<file path="config.mk">
export PLATFORM = sky130hd
export DESIGN_NAME = hazard_scoreboard
export DESIGN_NICKNAME = d
export VERILOG_FILES = /design/src/rtl/hazard_scoreboard.sv
export SDC_FILE = /design/constraint.sdc
export NUM_CORES = 1
export LEC_CHECK = 0
export ABC_AREA = 1
export CAP_MARGIN = 10
export CORE_MARGIN = 1
export CORE_UTILIZATION = 60
export CTS_CLUSTER_DIAMETER = 200
export DETAILED_ROUTE_END_ITERATION = 6
export GPL_ROUTABILITY_DRIVEN = 0
export PLACE_DENSITY = 0.81
export SLEW_MARGIN = 20
export SYNTH_ARGS = -nofsm -noshare
export SYNTH_HDL_FRONTEND = slang
export SYNTH_HIERARCHICAL = 1
export SYNTH_SLANG_ARGS = --single-unit
</file>
<file path="constraint.sdc">
create_clock -name clk -period 5.35 [get_ports clk]
set_clock_uncertainty 0.15 [all_clocks]
set_input_delay 1.3375 -clock clk [delete_from_list [all_inputs] [get_ports clk]]
set_output_delay 1.3375 -clock clk [all_outputs]
set_load 0.01 [all_outputs]
</file>
<file path="src/rtl/hazard_scoreboard.sv">
// Per-register pending-write scoreboard for the ID stage: tracks variable-latency
// producers and stalls the ID instruction on RAW/WAW hazards.

module hazard_sb_entry #(
  parameter int LAT_W = 3
) (
  input  logic             clk,
  input  logic             rst,
  input  logic             set,
  input  logic [LAT_W-1:0] set_lat,
  input  logic             wb_hit,
  output logic [LAT_W-1:0] cnt
);
  localparam logic [LAT_W-1:0] UNK = '1;

  // A new issue write wins over a wb_done clear, which wins over the countdown.
  always_ff @(posedge clk) begin
    if (rst)                           cnt <= '0;
    else if (set)                      cnt <= set_lat;
    else if (wb_hit && cnt == UNK)     cnt <= '0;
    else if (cnt != '0 && cnt != UNK)  cnt <= cnt - 1'b1;
  end
endmodule

module hazard_scoreboard #(
  parameter int ADDR_W   = 5,
  parameter int LAT_W    = 3,
  parameter int STALL_CW = 32
) (
  input  logic                    clk,
  input  logic                    rst,
  input  logic                    id_valid,
  input  logic [ADDR_W-1:0]       id_rs1_add,
  input  logic                    id_rs1_used,
  input  logic [ADDR_W-1:0]       id_rs2_add,
  input  logic                    id_rs2_used,
  input  logic [ADDR_W-1:0]       id_rd_add,
  input  logic                    id_rd_we,
  input  logic [LAT_W-1:0]        id_lat,
  input  logic                    flush,
  input  logic                    wb_done,
  input  logic [ADDR_W-1:0]       wb_rd_add,
  output logic                    stall,
  output logic                    issue,
  output logic [(1<<ADDR_W)-1:0]  busy,
  output logic [STALL_CW-1:0]     stall_count
);
  localparam int NENT = 1 << ADDR_W;
  localparam logic [LAT_W-1:0] UNK = '1;

  logic [NENT-1:0][LAT_W-1:0] cnt;
  logic [LAT_W-1:0] rd_cnt;
  logic raw1, raw2, waw;

  assign rd_cnt = cnt[id_rd_add];
  assign raw1 = id_rs1_used && id_rs1_add != '0 && cnt[id_rs1_add] != '0;
  assign raw2 = id_rs2_used && id_rs2_add != '0 && cnt[id_rs2_add] != '0;
  // Younger write may only issue if it lands strictly after the pending one.
  assign waw  = id_rd_we && id_rd_add != '0 && rd_cnt != '0 &&
                (rd_cnt > id_lat || rd_cnt == UNK || id_lat == UNK);

  assign stall = !rst && id_valid && !flush && (raw1 || raw2 || waw);
  assign issue = !rst && id_valid && !flush && !stall;

  genvar r;
  generate
    for (r = 0; r < NENT; r++) begin : g_ent
      if (r == 0) begin : g_x0
        assign cnt[r] = '0;
      end else begin : g_trk
        hazard_sb_entry #(.LAT_W(LAT_W)) u_ent (
          .clk     (clk),
          .rst     (rst),
          .set     (issue && id_rd_we && id_rd_add == ADDR_W'(r) && id_lat != '0),
          .set_lat (id_lat),
          .wb_hit  (wb_done && wb_rd_add == ADDR_W'(r)),
          .cnt     (cnt[r])
        );
      end
      assign busy[r] = (cnt[r] != '0);
    end
  endgenerate

  always_ff @(posedge clk) begin
    if (rst)                              stall_count <= '0;
    else if (stall && stall_count != '1)  stall_count <= stall_count + 1'b1;
  end
endmodule

</file>
Yosys cells after proc, flatten, opt, wreduce, memory -nomap -nowiden
Index checks and enable logic that the tools add are counted.
{ "word_totals": {"reg_bits": 125, "word_cells": 538, "out_inout_bits": 66} }
{ "classes": {"n_lt_le_gt_ge": 4, "reduce_logical": 244, "mux": 99, "n_eq_ne": 127, "n_addsub": 32} }
{ "ops": {"columns": ["cell", "n"], "rows": [
  ["2-to-1 mux 3 bit", 96],
  ["nonzero test 3 bit", 66],
  ["logical AND 1 bit", 168],
  ["== test 5 bit, second input constant", 32],
  ["== test 3 bit, second input constant", 33],
  ["!= test 3 bit, second input constant", 31],
  ["subtractor 3 x 1 -> 3 bit, second input constant", 31],
  ["== test 5 x 4 -> 1 bit, second input constant", 16],
  ["binary-select mux 3 bit (select 5 bit)", 3],
  ["== test 5 x 3 -> 1 bit, second input constant", 8],
  ["adder 32 x 1 -> 32 bit, second input constant", 1],
  ["!= test 32 bit, second input constant", 1],
  ["== test 5 x 2 -> 1 bit, second input constant", 4],
  ["less-than comparator 5 x 6 -> 1 bit, second input constant", 3],
  ["nonzero test 5 bit", 3],
  ["== test 5 x 1 -> 1 bit, second input constant", 2],
  ["logical OR 1 bit", 4],
  ["greater-than comparator 3 bit", 1],
  ["logical NOT 1 bit", 3]
]} }

Logic depth before layout (Yosys ltp)
Gate-level depths: netlist (run 1).
{ "depth": {"ltp_word": 14, "mapped_depth": 28} }

Hierarchy
Netlist (run 1), hierarchy kept.
{ "by_module_without_submodules": {"columns": ["mod", "instances", "area_per_inst_um2", "cells_per_inst", "seq_area_each_um2"], "rows": [
  ["hazard_sb_entry", 31, 267.8, 43, 60.1],
  ["hazard_scoreboard", 1, 5187.5, 1052, 640.6]
]} }

Worst setup path after synthesis (run 1)
OpenSTA, ideal clock, no wires.
{ "synth_timing": {"path_type": "input-to-output", "from": "input port id_rd_add[1]", "to": "output port issue", "arrival_time_ns": 3.583, "path_buffers": 3, "t_required_ns": 3.863, "stages": 20, "slack_ns": 0.280, "cell_sequence": "buf_4 > inv_2 > buf_6 > nand2_1 > nor2_1 > nor2_1 > nand2_1 > nand2_1 > nand2_1 > nor2_1 > nor2_2 > ha_1 > a21oi_1 > a32oi_1 > a31oi_1 > nand2_1 > nand2_2 > nand2_4 > buf_2 > nor4_1"} }
{ "synth_between": {"elab_chain_cells": 10} }
{ "synth_rtl": {"columns": ["element", "line_no", "text"], "rows": [
  ["start: declaration", "37", "input logic [ADDR_W-1:0] id_rd_add,"],
  ["binary-select mux 3 bit (select 5 bit)", "55", "assign rd_cnt = cnt[id_rd_add];"],
  ["2-to-1 mux 3 bit (not written as such)", "55", null],
  ["greater-than comparator 3 bit or == test 3 bit (tied branches)", "60", "(rd_cnt > id_lat || rd_cnt == UNK || id_lat == UNK);"],
  ["logical OR 1 bit (2 in a row)", "60", null],
  ["logical AND 1 bit (*)", "59", "assign waw = id_rd_we && id_rd_add != '0 && rd_cnt != '0 &&"],
  ["logical OR 1 bit (*)", "62", "assign stall = !rst && id_valid && !flush && (raw1 || raw2 || waw);"],
  ["logical AND 1 bit (*)", "62", null],
  ["logical NOT 1 bit (*)", "63", "assign issue = !rst && id_valid && !flush && !stall;"],
  ["logical AND 1 bit (*)", "63", null],
  ["end: declaration", "44", "output logic issue,"]
]} }
Every way passes the cells marked *; elsewhere a longest branch is shown, timed or not. The select of a mux whose other input is x is not followed.

Worst setup path after layout (run 1)
{ "layout_timing": {"from": "input port id_rd_add[0]", "to": "output port issue"} }
The elaborated chain is that of the path after synthesis.

==> results.md, run 1 <==
* Net Switching at roughly 4.1 mW
* Clock Tree Buf Depth at 2
* Failing checks: DRC
* CP required at 3.86 ns
* Final net count at approximately 2700
* RSZ-0062 raised after global routing: no
* Global-route wire length before repair at 71900 um
* Most frequent cells in the layout: nand2_1 (720), nor2_1 (361), inv_1 (329)
* Post-DP HPWL at 33300 um
* Worst setup SP type: input port
* Sw Share at between 50% and 60%
* PortBufs at 95
* Worst hold margin at 0.349 ns
* Worst-Skew Late Latency at approximately 0.44 ns
* Vias in the first global route at ~15000
* Die width at between 150 and 200 um
* CP endpoint kind: primary output
* Worst-margin pin slew at 0.836 ns
* Utilization after layout at between 70 and 80%
* Synthesis warning total at 6
* Share of layout cells above drive strength 1 at 15.2%
* Fin. Hold Viols at 0
* Storage cell area at between 2000 and 3000 um^2
* Sequential-to-total area share from yosys stat at between 10% and 20%
* Starting DRC count in detailed routing at around 1500
* Final Routed Wirelength at between 40000 and 50000 um
* WL/cell at about 16 um
* Vias at 15800
* CTS Sinks at ~130
* CTS root buf: clkbuf_16
* Placed cell count at between 2000 and 3000
* I/O Pins at between 90 and 100
* CTS Hold Bufs at 0
* Die height at approximately 150 um
* Vias/cell at between 5 and 6
* Netlist cell types at 36
* Flop pwr share at 24.1%
* Core Area at ~22000 um^2
* Largest net degree at the start of global routing at between 60 and 70
* Clock power share at between 10 and 15%
* Drt pass-1 iters at 7
* DRC at 5
* Int Pwr at ~3.8 mW
* Count of pins over their slew limit at 0
* P_leak at between 8 and 9 nW
* Crit Path Class: input port to primary output
* Area of the multi-input gates at 9400 um^2
* Cells after Synth at 2385
* Total congestion overflow at 0
* Post-route non-filler standard cell count at between 2000 and 3000
* Ys async rst share at 0%
* Die area at around 23000 um^2
* Syn avg cell area at about 5.7 um^2
* Clock slew at reported path FFs at 0.07 ns
* Site row count at 54
* Initial antenna violation count at 1
* TritonCTS Buffers at 17
* Post-synthesis register bit count at 125
* Relative slew slack at ~44%
* Antenna Cells at 0
* Outcome: finished, violations left
* Net Count, Synth at between 2000 and 3000
* Initial Utilization at a little over 60%
* VDD IR max at ~340 uV
* Worst-path fanout max at 7
* Post-synth EDFFs at 0
* Post-CTS Setup Repair Bufs at 0
* Ys flop type: dfxtp_1
* Logic gate share of total power at between 60 and 70%
* Max Clk Rate at between 150 and 200 MHz
* Final ANT Viol Nets at 0
* H-tree Lvls at 4
* Pwr dens at around 500 nW/um^2
* Synthesized area at 13500 um^2
* Crit path DAT at between 3 and 4 ns
* Area grow syn2layout at 18.2%
* Commonest non-fill, non-tap cell in the layout: nand2_1
* Fillers at 1901
* Hold/Removal Path Class: flop to flop
* Period minus WS final at a little over 5 ns
* CTS tree: done
* Final period util at a little over nine tenths
* Number of max-cap violations at 0
* Final setup viols at 0
* Total global-route track usage at between 30% and 40%
[registers in the layout, indices dropped and copies added, names as in the netlist]
signal,cells
g_ent.g_trk.u_ent/cnt,93
stall_count,32
[synthesized netlist by cell type (34+ instances only)]
cell type | number | area [um^2]
nand2_1 | 722 | 2710
nand3_1 | 183 | 916
nand4_1 | 43 | 269
inv_2 | 41 | 154
nand2_2 | 125 | 782
nor2_4 | 34 | 383
nor3_1 | 50 | 250
a21oi_1 | 44 | 220
ha_1 | 97 | 1210
dfxtp_1 | 125 | 2500
nor2_1 | 364 | 1370
o21ai_0 | 86 | 430
inv_1 | 330 | 1240
[critical path, stage by stage]
cell      delay, ns
clkbuf_4       0.20
inv_4          0.08
buf_4          0.16
nand2_1        0.06
nand2_1        0.06
nand2_1        0.06
nand2_1        0.05
nand2_1        0.09
nand3_1        0.11
nor2_2         0.11
nor2_2         0.06
ha_1           0.31
a21oi_1        0.16
a32oi_1        0.06
a31oi_1        0.14
nand2_1        0.08
nand2_2        0.13
nand2_4        0.07
nor4_4         0.14
buf_2          0.18
[power by group through the flow]
| stage | sequential, mW | clock, mW | combinational [mW] |
|---|---|---|---|
| 2_1_floorplan | 1.64 | 0 | 3.47 |
| 5_1_grt | 1.94 | 1.21 | 5.39 |
| 3_5_place_dp | 1.88 | 0 | 4.66 |
| 3_3_place_gp | 1.88 | 0 | 4.50 |
| 6_report | 1.90 | 1.16 | 4.82 |
| 4_1_cts | 1.87 | 1.16 | 4.71 |
[logic make-up (layout without fill, tap and decap cells)]
logic type / Yosys count / count (layout) / synth area share [%]
and+or+nand+nor: 1577 / 1577 / 53.1
buffers and inverters: 414 / 601 / 12.1
AOI/OAI and AO/OA: 142 / 142 / 5.37
DFF: 125 / 125 / 18.6
adders and majority gates: 97 / 97 / 9.00
xor gates and xnor gates: 29 / 29 / 1.88
other: 1 / 1 / 0.0278
[final cells by class]
type	instances	area share, %
Clock inverter	15	0.926
Multi-Input combinational cell	1846	58.9
Sequential cell	125	15.7
Clock buffer	17	2.67
Tap cell	280	2.20
Timing Repair Buffer	197	10.8
Inverter	372	8.79
[metal layers]
layer / up-vias / wire length (um) / GRT usage [%]
li1: 7731 / - / -
met1: 7064 / 17000 / 45.2
met2: 830 / 20100 / 63.5
met3: 217 / 4390 / 7.59
met4: 2 / 2960 / 25.9
met5: - / 13 / 0
[worst paths after layout]
kind,start,endpoint,slack [ns],cells after the start
worst max-delay path,id_rd_add[0],issue,0.22,20
worst min-delay path,stall_count[31]$_SDFFE_PP0P_,stall_count[31]$_SDFFE_PP0P_,0.35,2
worst max register to register,g_ent[28].g_trk.u_ent/cnt[2]$_SDFFE_PP0P_,g_ent[11].g_trk.u_ent/cnt[1]$_SDFFE_PP0P_,1.70,23
worst min register to register,stall_count[31]$_SDFFE_PP0P_,stall_count[31]$_SDFFE_PP0P_,0.35,2
[what timing repair did]
item	in CTS	in global routing
pin swaps	0	2
hold endpoints to repair	0	0
endpoints found under the setup margin	2	2
gates cloned	0	1
resized for setup	11	15
[metrics by stage]
stage | TNS (ns) | total power [mW] | setup WS, ns | area [um^2]
2_1_floorplan | 0 | 5.12 | 0.280 | 13500
3_3_place_gp | -1.06 | 6.38 | -0.574 | 15300
3_5_place_dp | -1.17 | 6.54 | -0.655 | 15300
4_1_cts | 0 | 7.74 | 0.0297 | 15900
5_1_grt | 0 | 8.54 | 0.00485 | 15900
6_report | 0 | 7.87 | 0.218 | 15900
Power figures use the tool's default switching activity.
==> run 2: changes to the inputs <==
Settings changed: SKIP_LAST_GASP set to 1.
==> results of run 2 <==
The final DEF is identical to that of run 1; final timing and power are the same.
